[config.mk]
export PLATFORM = sky130hd
export DESIGN_NAME = bound_flasher_gen
export DESIGN_NICKNAME = d
export VERILOG_FILES = /design/src/rtl/bound_flasher_gen.sv
export SDC_FILE = /design/constraint.sdc
export NUM_CORES = 1
export LEC_CHECK = 0
export ABC_AREA = 1
export CORE_ASPECT_RATIO = 1.1
export CORE_UTILIZATION = 55
export CTS_BUF_LIST = sky130_fd_sc_hd__clkbuf_8
export DETAILED_ROUTE_END_ITERATION = 6
export DONT_BUFFER_PORTS = 1
export PLACE_DENSITY_LB_ADDON = 0.05
export SLEW_MARGIN = 20
export SYNTH_ARGS = -nofsm -noshare
export SYNTH_HDL_FRONTEND = slang
export SYNTH_SLANG_ARGS = --single-unit
[constraint.sdc]
create_clock -name clk -period 2 [get_ports clk]
set_clock_uncertainty 0.15 [all_clocks]
set_input_delay 0.5 -clock clk [delete_from_list [all_inputs] [get_ports clk]]
set_output_delay 0.5 -clock clk [all_outputs]
set_load 0.005 [all_outputs]
[src/rtl/bound_flasher_gen.sv]
// Thermometer LED bar sweeping through six on/off phases between two bounds, with flick kickback.
// Latency: level/phase/led/busy all update on the same step edge; no added pipeline delay.
// No backpressure: flick and repeat_mode are sampled only on prescaler step cycles, otherwise ignored.
module bound_flasher_gen #(
  parameter int N_LED    = 16,
  parameter int B1       = 5,
  parameter int B2       = 10,
  parameter int STEP_DIV = 1,
  localparam int LW      = $clog2(N_LED + 1)
) (
  input  logic             clk,
  input  logic             rst_n,
  input  logic             flick,
  input  logic             repeat_mode,
  output logic [N_LED-1:0] led,
  output logic [LW-1:0]    level,
  output logic [2:0]       phase,
  output logic             busy
);

  localparam int PW = (STEP_DIV > 1) ? $clog2(STEP_DIV) : 1;
  localparam logic [PW-1:0] PRESC_LAST = PW'(STEP_DIV - 1);

  localparam logic [LW-1:0] LV_B1   = LW'(B1);
  localparam logic [LW-1:0] LV_B1P1 = LW'(B1 + 1);
  localparam logic [LW-1:0] LV_B2   = LW'(B2);
  localparam logic [LW-1:0] LV_B2P1 = LW'(B2 + 1);
  localparam logic [LW-1:0] LV_TOP  = LW'(N_LED);

  // Reject illegal geometry at elaboration rather than build a bar that cannot sweep.
  if (N_LED < 4 || N_LED > 64) begin : g_chk_nled
    $error("bound_flasher_gen: N_LED must be in 4..64");
  end
  if (B1 < 0 || B1 >= B2) begin : g_chk_b1
    $error("bound_flasher_gen: need 0 <= B1 < B2");
  end
  if (B2 >= N_LED - 1) begin : g_chk_b2
    $error("bound_flasher_gen: need B2 < N_LED-1");
  end
  if (STEP_DIV < 1) begin : g_chk_div
    $error("bound_flasher_gen: STEP_DIV must be >= 1");
  end

  typedef enum logic [2:0] {
    IDLE    = 3'd0,
    ON_B1   = 3'd1,
    OFF_0   = 3'd2,
    ON_B2   = 3'd3,
    OFF_B1  = 3'd4,
    ON_TOP  = 3'd5,
    OFF_END = 3'd6
  } phase_t;

  phase_t            phase_q, phase_d;
  logic [LW-1:0]     level_q, level_d;
  logic [LW-1:0]     lvl_up, lvl_dn;
  logic [N_LED-1:0]  led_q, led_d;
  logic              busy_q, busy_d;
  logic [PW-1:0]     presc_q, presc_d;
  logic              step;

  // Free-running prescaler; the step strobe fires on its last count.
  always_comb begin
    step    = (presc_q == PRESC_LAST);
    presc_d = step ? '0 : presc_q + PW'(1);
  end

  // Next phase/level: saturating +/-1 per step, phase turns exactly at the bounds.
  always_comb begin
    phase_d = phase_q;
    level_d = level_q;
    lvl_up  = (level_q < LV_TOP) ? level_q + LW'(1) : level_q;
    lvl_dn  = (level_q != '0)    ? level_q - LW'(1) : level_q;
    if (step) begin
      case (phase_q)
        IDLE: begin
          level_d = '0;
          if (flick) phase_d = ON_B1;
        end
        ON_B1: begin
          level_d = lvl_up;
          if (lvl_up == LV_B1P1) phase_d = OFF_0;
        end
        OFF_0: begin
          level_d = lvl_dn;
          if (lvl_dn == '0) phase_d = ON_B2;
        end
        ON_B2: begin
          level_d = lvl_up;
          if (lvl_up == LV_B2P1) phase_d = OFF_B1;
        end
        OFF_B1: begin
          level_d = lvl_dn;
          if (lvl_dn == LV_B1) phase_d = flick ? ON_B2 : ON_TOP;
        end
        ON_TOP: begin
          level_d = lvl_up;
          if (lvl_up == LV_TOP) phase_d = OFF_END;
        end
        OFF_END: begin
          level_d = lvl_dn;
          if (lvl_dn == '0) begin
            phase_d = repeat_mode ? ON_B1 : IDLE;
          end else if (flick && (lvl_dn == LV_B2 || lvl_dn == LV_B1)) begin
            phase_d = ON_TOP;
          end
        end
        default: begin
          phase_d = IDLE;
          level_d = '0;
        end
      endcase
    end
  end

  // LED bar and busy flag are derived from the next state so they register alongside it.
  always_comb begin
    led_d = '0;
    for (int i = 0; i < N_LED; i++) begin
      led_d[i] = (level_d > LW'(i));
    end
    busy_d = (phase_d != IDLE);
  end

  // State and registered outputs; reset clears everything immediately.
  always_ff @(posedge clk or negedge rst_n) begin
    if (!rst_n) begin
      phase_q <= IDLE;
      level_q <= '0;
      led_q   <= '0;
      busy_q  <= 1'b0;
      presc_q <= '0;
    end else begin
      phase_q <= phase_d;
      level_q <= level_d;
      led_q   <= led_d;
      busy_q  <= busy_d;
      presc_q <= presc_d;
    end
  end

  assign led   = led_q;
  assign level = level_q;
  assign phase = phase_q;
  assign busy  = busy_q;

endmodule

; Yosys cells after proc, flatten, opt, wreduce, memory -nomap -nowiden
; Cells that the tools add are included.
[op_classes]
order_cmp = 17
eq_ne = 11
n_addsub = 3
n_reduce_logical = 8
muxes = 17
[op_table]
columns = operator, n
row1 = "5-bit by 4-bit > comparator with 1-bit output, second input constant", 8
row2 = 3-bit 2-to-1 mux, 10
row3 = 3-bit one-hot mux with 7 select lines, 1
row4 = "5-bit by 3-bit > comparator with 1-bit output, second input constant", 4
row5 = 5-bit 2-to-1 mux, 3
row6 = "5-bit by 3-bit equality test with 1-bit output, second input constant", 2
row7 = "5-bit by 4-bit equality test with 1-bit output, second input constant", 2
row8 = "5-bit by 1-bit > comparator with 1-bit output, second input constant", 2
row9 = "5-bit by 2-bit > comparator with 1-bit output, second input constant", 2
row10 = 5-bit one-hot mux with 2 select lines, 1
row11 = "3-bit equality test, second input constant", 3
row12 = "3-bit by 2-bit equality test with 1-bit output, second input constant", 2
row13 = 3-bit OR reduction, 2
row14 = "5-bit by 1-bit adder with 5-bit output, second input constant", 1
row15 = "5-bit equality test, second input constant", 1
row16 = 5-bit logical NOT, 1
row17 = "5-bit less-than comparator, second input constant", 1
row18 = 5-bit nonzero test, 1
row19 = "5-bit by 1-bit subtractor with 5-bit output, second input constant", 1
row20 = "3-bit by 1-bit equality test with 1-bit output, second input constant", 1
row21 = 3-bit logical NOT, 1
row22 = 3-bit nonzero test, 1
row23 = 1-bit 2-to-1 mux, 2
row24 = "1-bit adder, second input constant", 1
row25 = 2 further kinds, 2
[word_totals]
regBits = 26
input_bits = 4
word_cells = 61
output_inout_bits = 25

; Longest topological paths before layout
; Gate-level depths: netlist (run 1).
[logic_depth]
word_depth = 10
mapped_depth = 14
ltp_nobuf = 14

; Worst setup path before layout (run 1)
; OpenSTA, ideal clock, no wires.
[synth_path]
path_type = register -> register
start = reg level_q[0], in the netlist level[0]
end = reg busy_q, in the netlist busy
stages_incl_launch_ff = 11
period_less_slack_ns = 1.961
setup_slack_ns = 0.039
t_arrival_ns = 1.682
setup_ns = 0.128
required_time_ns = 1.722
n_path_buf = 0
path_cell_list = dfrtp_1 > inv_1 > ha_1 > xor2_1 > nand2_2 > nor2_2 > nand3_1 > nand2_1 > nor2_1 > nor2_1 > nand3_1
[synth_via]
elab_chain_cells = 10
word_cells_on_any_way = 24
cone_classes = add/sub (2) / order compare (1) / eq/ne (5) / mux (11) / reduce/logical (5)
[synth_rtl]
columns = item, line
row1 = from (decl), 55  ; logic [LW-1:0] level_q, level_d;
row2 = from (signal assigned), 135  ; level_q <= level_d;
row3 = 5-bit by 1-bit subtractor with 5-bit output or 5-bit nonzero test (tied branches), 73  ; lvl_dn = (level_q != '0) ? level_q - LW'(1) : level_q;
row4 = 5-bit 2-to-1 mux, 73
row5 = 5-bit by 4-bit equality test with 1-bit output or 5-bit by 3-bit equality test with 1-bit output (tied branches), "104, 94"
row6 = 1-bit logical OR, 104  ; end else if (flick && (lvl_dn == LV_B2 || lvl_dn == LV_B1)) begin
row7 = 1-bit logical AND, 104
row8 = 3-bit 2-to-1 mux, 104
row9 = 3-bit 2-to-1 mux, 102  ; if (lvl_dn == '0) begin
row10 = 3-bit one-hot mux with 7 select lines *, 75  ; case (phase_q)
row11 = 3-bit 2-to-1 mux *, 74  ; if (step) begin
row12 = 3-bit nonzero test *, 122  ; busy_d = (phase_d != IDLE);
row13 = via busy_d, 58  ; logic busy_q, busy_d;
row14 = to (signal assigned), 137  ; busy_q <= busy_d;
row15 = to (decl), 58
; Mark *: on every way through the listed nets, which the timed path passes. The rest lies on a longest branch.

; Worst setup path in the final report (run 1)
[layout_path]
start = reg level_q[1], in the netlist level[1]
end = reg busy_q, in the netlist busy
; Same word-level chain as after synthesis.

==> metrics.md, run 1 <==
| Metric | Value |
|---|---|
| Final nets | `210` |
| I/O pins | `29` |
| Syn-to-layout area delta | `13.6%` |
| FF-to-FF path depth | `10` |
| Power density over the cells | `between 1500 and 2000 nW/um^2` |
| Outcome | `complete, no violations` |
| # setup viols final | `0` |
| Root Buffer Master | `clkbuf_8` |
| Number of flops mapped to enable cells by yosys | `0` |
| Hold Violations, Final | `0` |
| Clk slew on worst S/H paths | `80 ps` |
| Layout cell share with drive strength beyond 1 | `~28%` |
| Initial Utilization | `57.6%` |
| Main synth FF type | `dfrtp_1` |
| Worst hold path type | `input port to async pin` |
| PortBufs | `0` |
| Fin. max-slew vios | `0` |
| Critical R2R Capture | `busy` |
| CP max FO | `5` |
| Initial antenna violation count | `0` |
| R2R setup slack | `around 89 ps` |
| Data arrival, critical path | `roughly 1900 ps` |
| Vias in the first global route | `between 1k and 1.5k` |
| Die area | `around 2800 sq um` |
| GRT Total Usage | `about a quarter` |
| Placer Congestion | `~0.9` |
| Period utilization | `between 90% and 100%` |
| Worst Tran Pin Value | `between 500 and 600 ps` |
| Clock buffer count from CTS | `3` |
| Seq/Total Area, Yosys | `between 40% and 50%` |
| Slew HR | `between 60% and 70%` |
| Yosys cell types | `22` |
| Place WS | `-13.7 ps` |
| Mapped Cells | `between 150 and 200` |
| GRT overflow | `0` |
| Post-synthesis async set-or-reset flop share | `100%` |
| Routed len/inst | `13.1 um` |
| Setup crit start | `level[1]` |
| Maximum vdd drop | `between 1000 and 1500 uV` |
| Minimum clock period | `about 1900 ps` |
| Mapped Nets | `between 150 and 200` |
| First-pass GRT wire length | `between 5000 and 6000 um` |
| Cell area after synthesis | `between 1000 and 1500 sq um` |
| Antenna cells | `0` |
| FF+latch count, synth | `25` |
| Core Rows | `19` |
| Startpoint Class | `register` |
| Number of H-tree levels | `1` |
| Drt pass-1 iters | `4` |
| HPWL Detailed | `~2400 um` |
| Synth top cells by count | `nand2_1 (53), dfrtp_1 (25), inv_1 (24)` |
| Clock Latency Late Sink | `roughly 260 ps` |
| Leakage | `roughly 0.0009 uW` |
| WHS | `roughly 67 ps` |
| CTS tree | `done` |
| Die Width | `50.8 um` |
| Most common cell in the netlist | `nand2_1` |
| Final wirelength | `3050 um` |
| Crit. End Element | `register` |
| Largest net degree at the start of global routing | `26` |
| Core footprint | `between 2000 and 2500 sq um` |
| Synth top area cells | `dfrtp_1 (43%), nand2_1 (14%), inv_1 (6.3%), nand3_1 (5.9%), nor2_1 (3.7%)` |
| Final ANT Viol Nets | `0` |
| Max cap viols | `0` |
| FMAX | `roughly 520 MHz` |
| Via count | `approximately 1.2k` |
| Max clock buf depth | `2` |
| Syn_area_per_cell | `~7.7 sq um` |
| Crit Path Class | `register to register` |
| Setup ws final | `slightly below 90 ps` |
| Synth top area share | `a little over two fifths` |
| Die Height | `~56 um` |
| CTS sink count | `25` |
| Req. time, crit path | `1990 ps` |
| Vias per std cell | `5.38` |
| RSZ-0062 raised after global routing | `true` |
| DR DRC count | `0` |
| Worst r2r src | `level[1]` |
| Synth area leader | `dfrtp_1` |
| Worst Setup EP | `busy` |
| Warnings from Yosys | `0` |
| DR iter-0 viols | `35` |
-- final cells by class --
| class | instances | area [sq um] |
|---|---|---|
| Fill cell | 216 | 862 |
| Inverter | 29 | 111 |
| Clock inverter | 1 | 3.75 |
| Tap cell | 31 | 38.8 |
| Multi-Input combinational cell | 133 | 738 |
| Sequential cell | 25 | 628 |
| Clock buffer | 3 | 41.3 |
| Timing Repair Buffer | 10 | 72.6 |
-- cells by family after synthesis --
kind of cell,after synthesis,share of synthesized area [%]
xor gates and xnor gates,1,0.609
buffers and inverters,30,8.35
DFF,25,43.5
AOI/OAI and AO/OA,14,6.35
and+or+nand+nor,114,37.7
adders and majority gates,4,3.48
-- per-layer routing --
layer / GRT usage [%] / wire, um
met2: 39.6 / 1600
met1: 31.4 / 1310
met5: 0 / 0
met3: 2.46 / 108
met4: 6.75 / 27
-- stage by stage --
stage               area, sq um  setup TNS (ps)  util, %  cells  total power (uW)
global placement           1520               0     60.9    225              2320
global route               1630           -33.9     65.5    232              3020
CTS                        1580               0     63.5    231              2660
floorplan                  1440               0        -    188              1950
detailed placement         1520           -13.7     60.9    225              2350
finish                     1630               0     65.5    232              2790
-- sequential cells by signal, indices dropped and copies added (netlist names) --
register,flops
led,16
level,5
phase,3
busy,1
-- power by group --
part / total (uW) / switching (uW) / internal, uW
Combinational: 1690 / 1090 / 605
Clock: 273 / 136 / 137
Sequential: 828 / 147 / 681
-- critical path, stage by stage, from the launching register on --
cell and delay (ps):
dfrtp_1 410, inv_2 90, ha_4 170, xor2_1 240, nand2_2 110, nor2_2 160
nand3_1 110, nand2_1 100, nor2_1 60, nor2_2 120, nand3_1 80
-- layout by cell type, fill, tap and decap left out --
cell type   n
o21a_4      1
o22ai_2     1
o21ai_2     1
nor3_1      4
inv_1      21
inv_4       1
o21ai_0     4
o21ai_1     6
nand3b_1    1
ha_4        1
dfrtp_1    23
nand4_1     5
ha_1        3
nor2_1     10
dfrtp_2     2
clkbuf_8    3
a21oi_1     1
xor2_1      1
nand3_2     4
nor2_4      4
nand3_1    15
nand2_2    11
inv_2       8
nand2_1    50
buf_4       9
buf_2       1
nor2_2     10
-- how the worst min path moves through the flow --
| stage | startpoint | end | slack, ps | depth (start not counted) |
|---|---|---|---|---|
| after floorplan | rst_n | busy | 50 | 0 |
| after global placement | rst_n | phase[0] | 50 | 0 |
| after detailed placement | rst_n | phase[0] | 50 | 0 |
| after CTS | flick | phase[2] | 350 | 3 |
| after global routing | rst_n | level[0] | 110 | 1 |
| final | rst_n | level[0] | 70 | 1 |
-- timing repair --
action                                  CTS  global route
pin swaps                                 0            10
hold endpoints to repair                 25             0
resized for setup                         1            18
buffers inserted                          1             1
cloned                                    0             0
endpoints found under the setup margin    1            13
hold buffers                              1             0
(Power assumes the default switching activity.)
==> inputs of run 2 (changes only) <==
--- a/config.mk
+++ b/config.mk
@@ -11,8 +11,8 @@
 export CTS_BUF_LIST = sky130_fd_sc_hd__clkbuf_8
 export DETAILED_ROUTE_END_ITERATION = 6
 export DONT_BUFFER_PORTS = 1
+export GPL_ROUTABILITY_DRIVEN = 0
 export PLACE_DENSITY_LB_ADDON = 0.05
-export SLEW_MARGIN = 20
 export SYNTH_ARGS = -nofsm -noshare
 export SYNTH_HDL_FRONTEND = slang
 export SYNTH_SLANG_ARGS = --single-unit
==> constraint.sdc (replaced) <==
create_clock -name clk -period 2 [get_ports clk]
set_clock_uncertainty 0.15 [all_clocks]
set_input_delay 0.5 -clock clk [delete_from_list [all_inputs] [get_ports clk]]
set_output_delay 0.5 -clock clk [all_outputs]
set_load 0.1 [all_outputs]
==> run 2 against run 1 <==
  * Via count increased by 6.9%
  * Clock-buffer cell count unchanged
  * Final cell count increased by 11%
  * First-iteration DRC count decreased by 63%
  * Critical path depth increased by 3
  * Non-clock buffer count increased by 26
  * Utilization increased by 8.6 points
  * Global-route usage increased by 2.6 points
  * Worst setup slack got worse by 61 ps
  * Cell area increased by 13%
  * Sequential share of layout area decreased by 3.8 points
  * Register-to-register slack got worse by 60 ps
==> metrics.md, run 2 (same netlist as run 1, synthesis figures left out) <==
| Metric | Value |
|---|---|
| Number of filler cells placed in the layout | `roughly 190` |
| GRT Total Usage | `roughly a quarter` |
| Final wirelength | `3210 um` |
| Top delay family on crit path | `simple AND/OR/NAND/NOR gates` |
| Final nets | `approximately 240` |
| Die area | `about 2800 sq um` |
| Final ANT Viol Nets | `0` |
| Minimum clock period | `about 2000 ps` |
| First-pass GRT wire length | `5580 um` |
| Via count | `~1.3k` |
| FF-to-FF path depth | `13` |
| Vias per std cell | `5.17` |
| DR iter-0 viols | `13` |
| Slew HR | `about 28%` |
| Fin. max-slew vios | `0` |
| Crit-path slowest cell | `dfrtp_4` |
| RSZ-0062 raised after global routing | `true` |
| # setup viols final | `0` |
| CTS tree | `done` |
| FMAX | `just over 500 MHz` |
| Antenna cells | `0` |
| CTS sink count | `25` |
| HPWL Detailed | `approximately 2500 um` |
| Critical R2R Capture | `busy` |
| Startpoint Class | `register` |
| Hold Violations, Final | `0` |
| Number of H-tree levels | `1` |
| Crit Path Class | `register to register` |
| Layout cell share with drive strength beyond 1 | `a little under two fifths` |
| Initial antenna violation count | `0` |
| Die Height | `between 50 and 60 um` |
| Setup ws final | `27.6 ps` |
| Vias in the first global route | `approximately 1.3k` |
| Place WS | `-45.6 ps` |
| Crit path buf inv count | `1` |
| CP max FO | `5` |
| Max cap viols | `0` |
| Crit. End Element | `register` |
| FF/Latch Area | `641 sq um` |
| PortBufs | `0` |
| Most frequent cells in the layout | `nand2_1 (51), buf_4 (35), inv_1 (22)` |
| GRT overflow | `0` |
| Core footprint | `around 2500 sq um` |
| Die Width | `between 50 and 60 um` |
| I/O pins | `29` |
| Worst hold path type | `input port to async pin` |
| Syn-to-layout area delta | `28.5%` |
| Clock buffer count from CTS | `3` |
| Initial Utilization | `between 50% and 60%` |
| Clock Latency Late Sink | `250 ps` |
| CP cell instances | `buf_4, nor2_2, nand2_1, nand2_1, nand2_2, nor2_2, nor2_2, nand2_2, nand2_1, nor2_1, nor2_1, nor2_2, nand3_1` |
| DR DRC count | `0` |
| Req. time, crit path | `roughly 2000 ps` |
| Core Rows | `19` |
| Multi-input logic area | `~740 sq um` |
| Cell mode on critical path | `nor2_2` |
| Root Buffer Master | `clkbuf_8` |
| Max clock buf depth | `2` |
| Max FFs per register | `16` |
| Worst Tran Pin Value | `approximately 1100 ps` |
| Commonest non-fill, non-tap cell in the layout | `nand2_1` |
| Largest net degree at the start of global routing | `26` |
| Clk slew on worst S/H paths | `roughly 80 ps` |
| R2R setup slack | `around 28 ps` |
| Period utilization | `a little over nine tenths` |
| Data arrival, critical path | `1960 ps` |
| Outcome | `complete, no violations` |
| Crit-path max cell delay | `approximately 520 ps` |
| Drt pass-1 iters | `4` |
| Worst r2r src | `level[1]` |
| Routed len/inst | `12.4 um` |
run 2: worst max-delay path by stage:
stage                  start  slack [ps]  cells after the start   end
floorplan           level[0]         -50                     14  busy
global placement    level[1]         -10                     14  busy
detailed placement  level[1]         -50                     14  busy
CTS                 level[1]           4                     14  busy
global route        level[1]        -160                     13  busy
finish              level[1]          30                     13  busy
run 2: area by class of cell:
cell class                      instances  share of cell area, %
Clock inverter                          1                  0.203
Sequential cell                        25                   34.6
Multi-Input combinational cell        133                   39.8
Timing Repair Buffer                   36                   14.9
Inverter                               29                   6.16
Clock buffer                            3                   2.23
Tap cell                               31                   2.10
run 2: worst reg2reg max path, stage by stage (launching register included):
cell and delay, ps:
dfrtp_4 520, buf_4 160, nor2_2 90, nand2_1 50, nand2_1 70, nand2_2 80, nor2_2 160, nor2_2 80
nand2_2 70, nand2_1 50, nor2_1 90, nor2_1 60, nor2_2 140, nand3_1 90
run 2: through the flow:
step,std cells,instance area [sq um],util (%),TNS [ps],hold slack [ps]
CTS,257,1830,73.4,0,371
global route,258,1850,74.1,-405,380
global placement,250,1740,69.7,-14.3,54.9
detailed placement,250,1740,69.7,-45.6,54.7
floorplan,188,1470,-,-48.2,54.4
finish,258,1850,74.1,0,363
run 2: per-layer routing:
metal	track usage, %	up-vias	wire [um]
li1	-	670	-
met1	35.1	630	1430
met2	43.0	31	1640
met3	2.19	4	103
met4	10.3	0	36
met5	0	-	0
run 2: timing repair:
action                                  in CTS  in global routing
endpoints found under the setup margin       3                 13
hold endpoints to repair                    25                  0
hold buffers                                 1                  0
pin swaps                                    8                  9
resized for setup                            6                  4
setup buffers                                2                  1
Power of run 2 is not shown: default switching activity piles up to over one toggle a cycle in this logic, so the estimate is an artifact.
==> inputs of run 3 (changes only) <==
==> constraint.sdc (replaced) <==
create_clock -name clk -period 2 [get_ports clk]
set_clock_uncertainty 0.15 [all_clocks]
set_input_delay 0.4 -clock clk [delete_from_list [all_inputs] [get_ports clk]]
set_output_delay 0.4 -clock clk [all_outputs]
set_load 0.1 [all_outputs]
==> run 3 against run 2 <==
  * Sequential share of layout area hardly changed
  * Cell area is 0.14% lower
  * Clock-buffer cell count stayed put
  * Critical endpoint unchanged
  * Largest cell class unchanged
==> metrics.md, run 3 (same netlist as run 1, synthesis figures left out) <==
| Metric | Value |
|---|---|
| First-pass GRT wire length | `5580 um` |
| Antenna cells | `0` |
| Layout cell share with drive strength beyond 1 | `a little under two fifths` |
| Die Width | `50.8 um` |
| Setup tns final | `0 ps` |
| GRT Total Usage | `about a quarter` |
| Number of H-tree levels | `1` |
| Clock buffer count from CTS | `3` |
| Root Buffer Master | `clkbuf_8` |
| Number of filler cells placed in the layout | `195` |
| Drt pass-1 iters | `4` |
| Clk slew on worst S/H paths | `approximately 80 ps` |
| Commonest non-fill, non-tap cell in the layout | `nand2_1` |
| Initial antenna violation count | `0` |
| Max FFs per register | `16` |
| # setup viols final | `0` |
| Multi-input logic area | `736 sq um` |
| I/O pins | `29` |
| Crit path buf inv count | `1` |
| RSZ-0062 raised after global routing | `true` |
| R2R setup slack | `30 ps` |
| Via count | `approximately 1.3k` |
| CP max FO | `5` |
| Die Height | `roughly 56 um` |
| CTS tree | `done` |
| Final nets | `between 200 and 250` |
| Crit-path max cell delay | `between 500 and 600 ps` |
| Crit. End Element | `register` |
| Minimum clock period | `roughly 2000 ps` |
| Top delay family on crit path | `simple AND/OR/NAND/NOR gates` |
| CTS sink count | `25` |
| Fin. max-slew vios | `0` |
| Slew HR | `between 20% and 30%` |
| Largest net degree at the start of global routing | `26` |
| Period utilization | `98.4%` |
| Die area | `between 2000 and 3000 sq um` |
| Initial Utilization | `57.6%` |
| Vias in the first global route | `between 1k and 1.5k` |
| DR iter-0 viols | `14` |
| Max cap viols | `0` |
| Core Rows | `19` |
| Hold Violations, Final | `0` |
| Worst Tran Pin Value | `1070 ps` |
| Worst hold path type | `input port to register` |
| CP cell instances | `buf_4, nor2_2, nand2_1, nand2_1, nand2_2, nor2_2, nor2_2, nand2_2, nand2_1, nor2_1, nor2_1, nor2_2, nand3_1` |
| Syn-to-layout area delta | `28.3%` |
| Crit Path Class | `register to register` |
| Cell mode on critical path | `nor2_2` |
| Most frequent cells in the layout | `nand2_1 (51), buf_4 (35), inv_1 (22)` |
| Final wirelength | `3210 um` |
| Startpoint Class | `register` |
| Vias per std cell | `between 5 and 6` |
| FF/Latch Area | `about 640 sq um` |
| DR DRC count | `0` |
| Data arrival, critical path | `roughly 2000 ps` |
| Final ANT Viol Nets | `0` |
| Req. time, crit path | `1990 ps` |
| FMAX | `just over 500 MHz` |
| Clock Latency Late Sink | `around 250 ps` |
| Outcome | `complete, no violations` |
| Crit-path slowest cell | `dfrtp_4` |
| PortBufs | `0` |
| HPWL Detailed | `about 2500 um` |
| Routed len/inst | `about 12 um` |
| GRT overflow | `0` |
| Core footprint | `about 2500 sq um` |
| Max clock buf depth | `2` |
==> run 3: timing repair <==
item / CTS / global route
pin swaps: 8 / 9
resized for setup: 6 / 3
endpoints found under the hold margin: 25 / 0
buffers inserted: 2 / 1
hold buffers: 1 / 0
setup endpoints to repair: 3 / 5
==> run 3: per-layer routing <==
metal	global-route usage (%)	routed length [um]	share of wire [%]	vias to the layer above
li1	-	-	-	670
met1	35.1	1430	45	626
met2	43.0	1650	51	26
met3	2.19	92	2.9	4
met4	10.3	36	1.1	0
met5	0	0	0	-
==> run 3: worst min-delay path, stage by stage <==
cell and delay, ps:
nand3_1 80, a21oi_1 70, nand2_1 90
==> run 3: worst paths after layout <==
path,startpoint,endpoint,cells past startpoint
worst max-delay path,level[1],busy,13
worst min-delay path,flick,phase[2],3
worst max register to register,level[1],busy,13
worst min register to register,phase[0],phase[2],3
max in group asynchronous,rst_n,level[1],1
min in group asynchronous,rst_n,led[12],1
==> run 3: per-stage QoR <==
step | worst slack [ps] | instances | area (sq um) | utilization (%) | hold slack [ps]
after floorplan | -45.2 | 188 | 1470 | - | -45.6
after global placement | -14.3 | 250 | 1740 | 69.7 | -45.1
after detailed placement | -45.6 | 250 | 1740 | 69.7 | -45.3
after CTS | 3.96 | 257 | 1830 | 73.4 | 271
after global routing | -158 | 258 | 1850 | 74.0 | 289
final | 31.5 | 258 | 1850 | 74.0 | 277
==> run 3: cell type report <==
type / instances / share of cell area, %
Clock buffer: 3 / 2.24
Clock inverter: 1 / 0.203
Timing Repair Buffer: 36 / 14.8
Tap cell: 31 / 2.10
Inverter: 29 / 6.17
Multi-Input combinational cell: 133 / 39.8
Sequential cell: 25 / 34.7
Power of run 3 is left out for the same reason.
==> patch 1, RTL diff (config.mk and constraints of run 1) <==
Put one more register stage on the output `led`. The value now appears one clock later. The other outputs are not delayed to match. Comments in the files are not updated.
--- a/src/rtl/bound_flasher_gen.sv
+++ b/src/rtl/bound_flasher_gen.sv
@@ -141,3 +141,5 @@
 
-  assign led   = led_q;
+  always_ff @(posedge clk) begin
+    led <= led_q;
+  end
   assign level = level_q;
Function: changed (a bounded check fails within 4 cycles, from zero or initial values and one cycle with rst_n low).
==> patch 1 against run 1 <==
- total power rose by 36%
- area after synthesis rose by 23%
- synthesized cell count rose by 11%
- first-iteration DRC count rose by 37%
- worst setup slack got worse by 53 ps
- final area rose by 33%
- via count rose by 18%
- sequential cell count rose by 16
- wire length rose by 29%
- clock power rose by 89%
- largest cell class is now sequential cells
==> patch 1: results (changes against run 1) <==
CTS
  • CTS max path bufs: 2 (unchanged)
  • CTS Root Cell: clkbuf_8 (unchanged)
  • Num CTS Buffers: 5 (was 3)
  • Htree depth: 2 (was 1)
  • Skew-Pair Late Insertion Delay: 290 ps (was 260 ps)
  • CTS clk-pin slew, worst paths: 80 ps (about the same)

Final layout
  • Nets: 241 (was 210)
  • # diodes: 0 (unchanged)
  • Fillers: 235 (was 216)
  • Share of cells above drive strength 1: 33.8% (was 28.4%)

Logic synthesis
  • Post-Synth XOR/XNOR Area: 0% (was 0.609%)
  • Syn_area_per_cell: 8.48 um2 (was 7.65 um2)
  • Mux cell area share after synthesis: 0% (unchanged)
  • Adder-Cell Fraction of Synth Area: 2.82% (was 3.48%)
  • Post-synth top flop: dfrtp_1 (unchanged)
  • Area contributors post-synth: dfrtp_1, dfxtp_1, nand2_1 (was dfrtp_1, nand2_1, inv_1)
  • Post-synthesis sequential area ratio: 53.4% (was 43.5%)
  • Fraction of registers with async set/reset: 61.0% (was 100%)
  • Syn_nets: 217 (was 196)
  • Yosys warning count: 0 (unchanged)
  • Synth Area in Compound Gates: 6.85% (was 6.35%)
  • Post-synth top cells: nand2_1, dfrtp_1, inv_1 (unchanged)
  • Number of library cell types mapped by synthesis: 26 (was 22)

Global routing
  • GRT Overall Usage: 22.6% (was 23.3%)
  • Largest net degree at the start of global routing: 26 (unchanged)
  • First-pass GRT wire length: 5.90 mm (was 5.13 mm)
  • Vias in the first global route: 1305 (was 1154)
  • Antenna violations before repair: 0 (unchanged)

Routing
  • Wire length per cell: 14.7 um (was 13.1 um)
  • Antenna viol nets, final: 0 (unchanged)
  • Vias per cell: 5.50 (was 5.38)
  • Initial DRC count: 48 (was 35)

Power
  • Maximum VDD drop: 1450 uV (was 1060 uV)
  • LEAKAGE: 0.00110 uW (was 0.000889 uW)

Worst hold path
  • HP Class: reg -> reg (was in -> async)
  • Hold Path Depth: 0

Setup path
  • Crit path max-delay cell type: dfrtp_1 (unchanged)
  • R2R depth: 12 (was 10)
  • CP arrival: 1990 ps (was 1900 ps)
  • CP max FO: 6 (was 5)
  • Max incr delay on CP: 440 ps (was 410 ps)

Placed design
  • HPWL Detailed: 2.73 mm (was 2.36 mm)
  • GP Congestion: 0.913 (was 0.887)

Timing
  • Least-Margin Pin Slew: 303 ps (was 544 ps)

Run status
  • Status: finished clean (unchanged)
## patch 1: what timing repair did
action	in CTS	in global routing
resized for setup	4	32
endpoints found under the hold margin	25	0
setup endpoints to repair	4	17
hold buffers	2	0
setup buffers	0	3
pin swaps	1	14
## patch 1: through the flow
stage / power [uW] / instance area [um2] / std cells / setup TNS [ps] / worst slack (ps)
2_1_floorplan: 2390 / 1770 / 209 / 0 / 31.0
3_3_place_gp: 2870 / 1920 / 255 / -34.6 / -34.6
6_report: 3810 / 2170 / 268 / 0 / 35.6
5_1_grt: 4100 / 2170 / 268 / -367 / -117
4_1_cts: 3510 / 2050 / 265 / 0 / 5.08
3_5_place_dp: 2920 / 1920 / 255 / -196 / -111
## patch 1: per-layer routing
metal | vias up | wire, um | GRT usage (%)
met5 | - | 0 | 0
met4 | 0 | 104 | 8.01
met3 | 14 | 226 | 4.83
met2 | 60 | 2120 | 42.7
met1 | 705 | 1500 | 25.9
li1 | 696 | - | -
## patch 1: final timing paths
| check | start | end | slack, ps |
|---|---|---|---|
| worst max-delay path | level[1] | busy | 40 |
| worst min-delay path | led_q[8] | led[8] | 190 |
| worst max register to register | level[1] | busy | 40 |
| worst min register to register | led_q[8] | led[8] | 190 |
| max in group asynchronous | rst_n | level[0] | 1060 |
| min in group asynchronous | rst_n | level[2] | 480 |
## patch 1: where the power goes
group	leakage, uW	switching [uW]	total [uW]	internal, uW
Sequential	0.000456	164	1260	1090
Combinational	0.000601	1290	2040	753
Clock	0.0000439	275	516	240
## patch 1: area by class of cell
cell class / count / area share (%)
Clock buffer: 5 / 3.17
Clock inverter: 3 / 0.806
Inverter: 32 / 5.53
Multi-Input combinational cell: 136 / 37.7
Sequential cell: 41 / 43.7
Tap cell: 34 / 1.96
Timing Repair Buffer: 17 / 7.14
==> patch 2, RTL diff (flow settings as in run 1) <==
Without the edit above. `N_LED`: 16 -> 64.
--- a/src/rtl/bound_flasher_gen.sv
+++ b/src/rtl/bound_flasher_gen.sv
@@ -4,3 +4,3 @@
 module bound_flasher_gen #(
-  parameter int N_LED    = 16,
+  parameter int N_LED    = 64,
   parameter int B1       = 5,
Ports: changed (resized led and level); port bits go from 29 to 79. The function was not compared with the original's and may differ.
==> patch 2 against run 1 <==
- the run now ends with negative hold slack, negative setup slack left
- wire length rose to 3.1 times the old value
- highest routed layer unchanged
- combinational power rose to 3.9 times the old value
- synthesized cell count rose by 97%
- worst setup slack got worse by 290 ps
- final area rose to 2.9 times the old value
- total power rose to 3.7 times the old value
- area after synthesis rose by 140%
- final cell count rose by 130%
- sequential cell count rose by 50
==> patch 2: results (changes against run 1) <==
Global routing
  • Largest net degree at the start of global routing: 76 (was 26)
  • First-pass GRT wire length: 14.2 mm (was 5.13 mm)
  • GRT Overall Usage: 28.7% (was 23.3%)
  • Antenna violations before repair: 0 (unchanged)

Final layout
  • Fillers: 328 (was 216)
  • Nets: 468 (was 210)
  • Max reg flops: 64 (was 16)
  • Share of cells above drive strength 1: 45.3% (was 28.4%)

Logic synthesis
  • Number of library cell types mapped by synthesis: 27 (was 22)
  • Post-synthesis sequential area ratio: 55.3% (was 43.5%)
  • Syn_nets: 380 (was 196)
  • Post-Synth XOR/XNOR Area: 0% (was 0.609%)
  • Synth Area in Compound Gates: 11.1% (was 6.35%)
  • Mux cell area share after synthesis: 0% (unchanged)
  • Adder-Cell Fraction of Synth Area: 1.84% (was 3.48%)

Timing
  • Sum Neg Setup Slack: -5710 ps (was 0 ps)
  • Min Hold Slack: -312 ps (was 66.8 ps)
  • PnR worst setup slack: -201 ps (was 88.6 ps)
  • Least-Margin Pin Slew: 405 ps (was 544 ps)
  • Endpoints failing setup: 63 (was 0)
  • Final hold vios: 75 (was 0)

Power
  • LEAKAGE: 0.00248 uW (was 0.000889 uW)
  • Maximum VDD drop: 1350 uV (was 1060 uV)

CTS
  • Htree depth: 3 (was 1)
  • Skew-Pair Late Insertion Delay: 350 ps (was 260 ps)
  • Num CTS Buffers: 9 (was 3)

Setup path
  • CP max FO: 7 (was 5)
  • R2R depth: 11 (was 10)
  • CP arrival: 2310 ps (was 1900 ps)
  • Max incr delay on CP: 460 ps (was 410 ps)

Run status
  • Status: complete, but fails checks (was finished clean)
  • Failing checks: negative hold slack, negative setup slack

Routing
  • Total routed wirelength: 9.39 mm (was 3.05 mm)
  • Vias: 2941 (was 1249)
  • Initial DRC count: 139 (was 35)

Placed design
  • GP Congestion: 0.890 (was 0.887)
  • HPWL Detailed: 6.08 mm (was 2.36 mm)
patch 2: timing repair:
| action | in CTS | in global routing |
|---|---|---|
| endpoints found under the setup margin | 60 | 67 |
| endpoints found under the hold margin | 75 | 75 |
| gates resized for setup | 57 | 67 |
| cloned | 2 | 0 |
| pin swaps | 18 | 11 |
| buffers inserted | 16 | 6 |
patch 2: area by class of cell:
cell class | instances | area [um2] | share of cell area, %
sequential | 75 | 1880 | 39.7
timing repair buffer | 79 | 678 | 14.3
clock buffer | 9 | 124 | 2.61
clock inverter | 7 | 116 | 2.45
tap | 77 | 96.3 | 2.03
multi-input combinational | 241 | 1630 | 34.4
inverter | 53 | 219 | 4.61
patch 2: metal layers:
layer | part of all wire (%) | vias up | global-route usage [%]
li1 | - | 1371 | -
met1 | 38 | 1431 | 31.8
met2 | 54 | 114 | 51.8
met3 | 4.7 | 25 | 6.20
met4 | 3.0 | 0 | 14.5
met5 | 0 | - | 0
patch 2: through the flow:
stage,instance area [um2],cells,setup WS [ps],power [uW],hold slack [ps]
after global routing,4750,541,-278,11100,-337
after CTS,4500,535,-84.0,9710,-320
after floorplan,3450,371,-14.0,5480,54.4
after detailed placement,3940,501,-127,7340,55.7
after global placement,3940,501,-145,7250,55.6
final,4750,541,-201,10500,-312
patch 2: logic make-up after synthesis:
logic type / after synthesis
AOI/OAI and AO/OA: 61
buffers and inverters: 57
adders and majority gates: 5
DFF: 75
and+or+nand+nor: 173
patch 2: path summary, 6_finish.rpt:
kind / startpoint / to / slack (ps)
max reg2reg: level[0] / led[58] / -200
max: level[0] / led[58] / -200
min: rst_n / led[29] / -310
min reg2reg: phase[1] / phase[2] / 570
min in group clk: flick / phase[2] / 220
max in group asynchronous: rst_n / led[56] / 1890
patch 2: power by group:
part	switching, uW	internal, uW	total (uW)
sequential	390	2090	2480
combinational	3870	2740	6610
clock	557	828	1390
